==> src/rtl/lemonpc_pkg.sv <==
// Shared LemonPC core types and constants.
// popcount lets checkers compare incremental counters against a bit vector.
package lemonpc_pkg;

   localparam int REG_ADDR_W = 5;
   localparam int XLEN       = 32;

   typedef logic [REG_ADDR_W-1:0] reg_idx_t;
   typedef logic [XLEN-1:0]       xlen_t;

   // Vectors wider than 256 bits are not expected (ADDR_WIDTH <= 8).
   function automatic int popcount(input logic [255:0] v);
      int n;
      n = 0;
      for (int i = 0; i < 256; i++) begin
         n += int'(v[i]);
      end
      return n;
   endfunction

endpackage

==> src/rtl/rf_scoreboard.sv <==
// Busy-bit scoreboard for the register file: tracks which registers still
// await a writeback and keeps an incrementally updated busy count.
module rf_scoreboard
   import lemonpc_pkg::*;
#(
   parameter int ADDR_WIDTH = REG_ADDR_W,
   parameter int ZERO_REG   = 1
) (
   input  logic                          clk,
   input  logic                          rst_n,
   input  logic                          flush,
   input  logic                          iss_en,
   input  logic [ADDR_WIDTH-1:0]         iss_addr,
   input  logic                          wa_en,
   input  logic [ADDR_WIDTH-1:0]         wa_addr,
   input  logic                          wb_en,
   input  logic [ADDR_WIDTH-1:0]         wb_addr,
   output logic [(2**ADDR_WIDTH)-1:0]    busy,
   output logic [ADDR_WIDTH:0]           busy_cnt
);

   localparam int DEPTH   = 2**ADDR_WIDTH;
   localparam int CW      = ADDR_WIDTH + 1;
   localparam int MAX_CNT = (ZERO_REG != 0) ? DEPTH - 1 : DEPTH;

   logic [DEPTH-1:0] busy_q, busy_d, set_vec, clr_vec;
   logic [CW-1:0]    cnt_q, cnt_d;
   logic             rise, fall_a, fall_b;

   always_comb begin
      set_vec = '0;
      clr_vec = '0;
      if (iss_en && !flush && !((ZERO_REG != 0) && (iss_addr == '0))) begin
         set_vec[iss_addr] = 1'b1;
      end
      if (wa_en) clr_vec[wa_addr] = 1'b1;
      if (wb_en) clr_vec[wb_addr] = 1'b1;

      // Set wins over clear: a fresh issue supersedes the retiring producer.
      busy_d = flush ? '0 : ((busy_q & ~clr_vec) | set_vec);
      if (ZERO_REG != 0) busy_d[0] = 1'b0;

      rise   = |(set_vec & ~busy_q);
      fall_a = wa_en && busy_q[wa_addr] && !set_vec[wa_addr];
      fall_b = wb_en && busy_q[wb_addr] && !set_vec[wb_addr] &&
               !(wa_en && (wa_addr == wb_addr));
      cnt_d  = flush ? '0 : (cnt_q + CW'(rise) - CW'(fall_a) - CW'(fall_b));
   end

   always_ff @(posedge clk or negedge rst_n) begin
      if (!rst_n) begin
         busy_q <= '0;
         cnt_q  <= '0;
      end else begin
         busy_q <= busy_d;
         cnt_q  <= cnt_d;
      end
   end

   always_ff @(posedge clk) begin
      if (rst_n) begin
         assert (int'(cnt_q) == popcount(256'(busy_q)));
         assert (int'(cnt_q) <= MAX_CNT);
      end
   end

   assign busy     = busy_q;
   assign busy_cnt = cnt_q;

endmodule

==> src/rtl/regfile_sb.sv <==
// Multi-read, dual-write register file with optional write bypass, hardwired
// zero register and an attached busy-bit scoreboard for hazard detection.
module regfile_sb
   import lemonpc_pkg::*;
#(
   parameter int ADDR_WIDTH = REG_ADDR_W,
   parameter int DATA_WIDTH = XLEN,
   parameter int NREAD      = 2,
   parameter int BYPASS     = 1,
   parameter int ZERO_REG   = 1
) (
   input  logic                          clk,
   input  logic                          rst_n,
   input  logic [NREAD*ADDR_WIDTH-1:0]   rd_addr,
   output logic [NREAD*DATA_WIDTH-1:0]   rd_data,
   output logic [NREAD-1:0]              rd_busy,
   input  logic                          wa_en,
   input  logic [ADDR_WIDTH-1:0]         wa_addr,
   input  logic [DATA_WIDTH-1:0]         wa_data,
   input  logic                          wb_en,
   input  logic [ADDR_WIDTH-1:0]         wb_addr,
   input  logic [DATA_WIDTH-1:0]         wb_data,
   input  logic                          iss_en,
   input  logic [ADDR_WIDTH-1:0]         iss_addr,
   input  logic                          flush,
   output logic [ADDR_WIDTH:0]           busy_cnt
);

   localparam int DEPTH = 2**ADDR_WIDTH;

   logic [DATA_WIDTH-1:0] mem_q [DEPTH];
   logic [DEPTH-1:0]      busy_vec;
   logic                  wa_store, wb_store, wa_live, wb_live;

   assign wa_store = wa_en && !((ZERO_REG != 0) && (wa_addr == '0));
   assign wb_store = wb_en && !((ZERO_REG != 0) && (wb_addr == '0));

   // Reset also masks the bypass path so reads are clean while held in reset.
   assign wa_live  = wa_en && rst_n;
   assign wb_live  = wb_en && rst_n;

   // Port B is written last so it wins a same-index collision.
   always_ff @(posedge clk or negedge rst_n) begin
      if (!rst_n) begin
         for (int i = 0; i < DEPTH; i++) begin
            mem_q[i] <= '0;
         end
      end else begin
         if (wa_store) mem_q[wa_addr] <= wa_data;
         if (wb_store) mem_q[wb_addr] <= wb_data;
      end
   end

   always_comb begin
      rd_data = '0;
      rd_busy = '0;
      for (int k = 0; k < NREAD; k++) begin
         logic [ADDR_WIDTH-1:0] ra;
         logic [DATA_WIDTH-1:0] d;
         logic                  b;
         ra = rd_addr[k*ADDR_WIDTH +: ADDR_WIDTH];
         d  = mem_q[ra];
         b  = busy_vec[ra];
         if (BYPASS != 0) begin
            if (wb_live && (wb_addr == ra)) begin
               d = wb_data;
               b = 1'b0;
            end else if (wa_live && (wa_addr == ra)) begin
               d = wa_data;
               b = 1'b0;
            end
         end
         if ((ZERO_REG != 0) && (ra == '0)) begin
            d = '0;
            b = 1'b0;
         end
         rd_data[k*DATA_WIDTH +: DATA_WIDTH] = d;
         rd_busy[k]                          = b;
      end
   end

   rf_scoreboard #(
      .ADDR_WIDTH (ADDR_WIDTH),
      .ZERO_REG   (ZERO_REG)
   ) u_sb (
      .clk      (clk),
      .rst_n    (rst_n),
      .flush    (flush),
      .iss_en   (iss_en),
      .iss_addr (iss_addr),
      .wa_en    (wa_en),
      .wa_addr  (wa_addr),
      .wb_en    (wb_en),
      .wb_addr  (wb_addr),
      .busy     (busy_vec),
      .busy_cnt (busy_cnt)
   );

endmodule

==> config.mk <==
export PLATFORM = sky130hd
export DESIGN_NAME = regfile_sb
export DESIGN_NICKNAME = d
export VERILOG_FILES = /design/src/rtl/lemonpc_pkg.sv /design/src/rtl/rf_scoreboard.sv /design/src/rtl/regfile_sb.sv
export SDC_FILE = /design/constraint.sdc
export NUM_CORES = 2
export LEC_CHECK = 0
export CORE_AREA = 2 2 374 376
export CTS_CLUSTER_SIZE = 40
export DETAILED_ROUTE_END_ITERATION = 10
export DIE_AREA = 0 0 376 378
export GPL_TIMING_DRIVEN = 0
export PLACE_DENSITY = 0.76
export SYNTH_ARGS = -nofsm -noshare
export SYNTH_HDL_FRONTEND = slang
export SYNTH_HIERARCHICAL = 1
export SYNTH_SLANG_ARGS = --single-unit
==> constraint.sdc <==
create_clock -name clk -period 4.5 [get_ports clk]
set_input_delay 1.125 -clock clk [delete_from_list [all_inputs] [get_ports clk]]
set_output_delay 1.125 -clock clk [all_outputs]
set_load 0.05 [all_outputs]
==> summary.md <==
| Metric | Value |
|---|---|
| Status | `finished, violations left` |
| Failing checks | `max-capacitance violations, max-slew violations, negative setup slack` |
| Synth-to-layout area growth | `21.3%` |
| Xor/xnor share of the synthesized area | `0.472%` |
| Startpoint types | `input port` |
| Most used DFF post-synth | `dfrtp_1` |
| Area leader, netlist | `dfrtp_1` |
| Worst Hold Class | `input port to asynchronous set/reset pin` |
| Final net count | `7015` |
| First-pass GRT wire length | `523000 um` |
| Total congestion overflow | `0` |
| Port Buffers | `95` |
| Fin. Hold Viols | `0` |
| Post-synthesis compound-gate area fraction | `14.0%` |
| EDFF count, synth | `0` |
| Worst relative slew slack | `-6.73%` |
| Worst stage delay on the critical path | `0.64 ns` |
| Worst path required time | `3.38 ns` |
| Commonest cells after routing, fill and taps aside | `1113 x mux2i_1, 1061 x dfrtp_1, 704 x nor2_1, 619 x a21oi_1, 461 x clkbuf_1` |
| Ratio of final minimum period to clock period | `104%` |
| Die W | `376 um` |
| Core Footprint | `139000 um^2` |
| Synth Cell Area | `68600 um^2` |
| Largest family of logic cells by synthesized area | `multiplexers` |
| Routed len/inst | `44.6 um` |
| DP Area | `72200 um^2` |
| Clock-pin slew on the worst setup and hold paths | `0.06 ns` |
| Worst skew pair latency | `0.81 ns` |
| Yosys reg bits | `1061` |
| Mux contribution to synthesized area | `32.9%` |
| Worst reg-to-reg path cell count | `16` |
| Reg2reg start | `u_sb/busy[31]$_DFF_PN0_` |
| Setup crit end kind | `output pin` |
| Via Count | `67603` |
| Post-detail-place hpwl | `284000 um` |
| Initial Util | `49.6%` |
| Post-Syn Nets | `6659` |
| Crit-path cells | `buf_12 -> buf_12 -> buf_16 -> buf_16 -> buf_16 -> buf_12 -> mux4_2 -> mux2i_1 -> nand2_1 -> o21ai_2 -> a221oi_4 -> buf_6` |
| Number of remaining DRC errors | `0` |
| Core Rows | `137` |
| Largest net degree at the start of global routing | `176` |
| Netlist cell types | `83` |
| Critical path's top delay family | `buffers and inverters` |
| Cells after synthesis | `6556` |
| Clock Path Buffers | `3` |
| Fillers | `11411` |
| Share of the synthesized area in the top cell type | `38.7%` |
| Layout cells sized above 1 | `23.8%` |
| Worst Tran Pin Value | `1.60 ns` |
| CTS buffer count | `119` |
| Lkg Pwr | `35.2 nW` |
| R2R Setup Slk | `0.67 ns` |
| Max Cap Violations | `3` |
| Vias per Instance | `7.65` |
| Mean Syn Cell Area | `10.5 um^2` |
| Simple-gate share of the synthesized area | `8.04%` |
| VDD IR max | `0.000362 V` |
| Worst flop-to-flop path endpoint | `u_sb/busy_cnt[5]$_DFF_PN0_` |
| Top cells by area, synth | `dfrtp_1 39%, mux2i_1 17%, mux4_2 15%` |
| Iteration-0 DRC count of the detailed router | `13010` |
| Clock skew | `0.0113 ns` |
| Clock Sinks | `1061` |
| CTS Hold Buffers Added | `0` |
| Root Driver | `clkbuf_16` |
| Ys Warns | `6` |
| IO Count | `167` |
| Hold_ws | `0.182 ns` |
| Post-layout min period | `4.70 ns` |
| Chip Height | `378 um` |
| FMAX | `213 MHz` |
| DRT Pass-1 Iters | `10` |
| Initial antenna violation count | `20` |
| Async SR Flop Fraction | `100%` |
| WL final | `394000 um` |
| Post-route ant nets | `0` |
| Register area share after synthesis | `38.7%` |
| Cell Pwr Density | `447 nW/um^2` |
| Final setup margin | `-0.197 ns` |
| Commonest non-fill, non-tap cell in the layout | `mux2i_1` |
| Crit path max fanout | `8` |
| CTS H-tree depth | `3` |
| Final Wtd Congestion | `1.19` |
| CTS tree | `done` |
| # setup viols final | `61` |
| Total GRT Usage | `54.4%` |
| Vias in the first global route | `62147` |
| Total power | `37.2 mW` |
| Max Slew Vio Count | `27` |
| Setup_tns | `-5.00 ns` |
| Die Area | `142000 um^2` |
| Crit Path Category | `input port to output pin` |
| Slowest-stage cell, CP | `a221oi_4` |
| Worst Path Arrival | `3.57 ns` |
| Unrepaired setup endpoints after global routing | `true` |
| Adder-Cell Fraction of Synth Area | `0.168%` |
| Final Cell Area | `83300 um^2` |
| CP bufs+invs | `7` |
## worst reg2reg max path, stage by stage, from the launching register on
cell,delay (ns)
dfrtp_1,0.50
mux2_1,0.35
a22oi_1,0.23
nand2_1,0.07
a221oi_1,0.42
a31oi_2,0.23
fa_1,0.43
ha_1,0.28
inv_1,0.05
ha_1,0.16
inv_1,0.06
fa_1,0.43
inv_1,0.08
a21o_1,0.11
a21oi_1,0.08
xnor2_1,0.15
nor2_1,0.05
## area by class of cell
cell class / instances / area [um^2] / share of cell area (%)
Multi-Input combinational cell: 4619 / 40900 / 49.1
Sequential cell: 1061 / 26600 / 31.9
Buffer: 853 / 6330 / 7.61
Clock buffer: 171 / 3490 / 4.19
Timing Repair Buffer: 244 / 2950 / 3.54
Tap cell: 1807 / 2260 / 2.72
Clock inverter: 43 / 692 / 0.831
Antenna cell: 30 / 75.1 / 0.0902
Inverter: 14 / 52.6 / 0.0631
## metrics by stage
stage	instances	setup WS, ns	util (%)
final	8842	-0.197	60.1
after global routing	8813	-0.143	60.1
after CTS	8766	-0.0342	59.2
after detailed placement	8464	-3.35	52.1
after global placement	8458	-48.11	52.0
after floorplan	6556	-0.238	-
## kinds of logic (layout without fill, tap and decap cells)
kind of cell | count (synthesis) | in the layout
mux | 1679 | 1679
compound gates | 1568 | 1568
simple gates | 1326 | 1326
flops | 1061 | 1061
buf+inv | 876 | 1325
xor+xnor | 37 | 37
fa+ha+maj | 8 | 8
other cells | 1 | 31
## metal layers
metal  up-vias  track usage (%)  share of wire, %
met2      6852             73.8                40
met5         -             5.15              0.30
met4        43             48.9                12
met1     33512             61.0                32
met3      2160             29.3                16
li1      25036                -                 -
## where the power goes
group	total [mW]	internal [mW]	switching, mW	leakage (nW)
clock	10.8	6.27	4.52	2.06
combinational	11.9	5.17	6.75	20.2
sequential	14.5	12.0	2.52	13.0
total	37.2	23.4	13.8	35.2
## worst max-delay path by stage
stage | start | end | slack, ns | cells past startpoint
after floorplan | rd_addr[5] | rd_data[32] | -0.24 | 8
after global placement | rst_n | mem_q[184]$_DFF_PN0_ | -48.11 | 1
after detailed placement | rd_addr[6] | rd_data[52] | -3.35 | 9
after CTS | rd_addr[5] | rd_data[52] | -0.03 | 12
after global routing | rd_addr[5] | rd_data[51] | -0.14 | 12
final | rd_addr[5] | rd_data[51] | -0.20 | 12
## sequential cells by signal, indices dropped and copies added, names as in the netlist
name,cells
mem_q,1024
u_sb/busy,31
u_sb/busy_cnt,6
## cell usage after synthesis (7+ instances only)
cell          n
a2111oi_0    22
a211oi_1     44
a21o_1       12
a21oi_1     623
a221o_1       7
a221oi_1     38
a221oi_2     10
a22o_1       68
a22oi_1      83
a31oi_1       8
a32o_1        8
a32oi_1      75
and3_1       10
and3b_1      10
buf_1        40
buf_2       193
buf_4        50
buf_6        30
clkbuf_1    522
clkbuf_2     26
dfrtp_1    1061
inv_1        14
mux2_2       52
mux2i_1    1171
mux4_2      451
nand2_1     459
nand2b_1     10
nand3_1      15
nor2_1      713
nor2b_1      12
nor3_1       17
o21ai_0     410
o21ai_1      11
o221ai_1     74
o22ai_1      35
o31ai_1      23
or3_1         8
xnor2_1      18
xor2_1       19
## timing repair
item,in CTS,in global routing
endpoints found under the setup margin,67,67
cloned,20,4
buffers inserted,75,46
pin swaps,66,46
resized for setup,1458,217
Note: power is estimated with default switching activity, not from simulation.
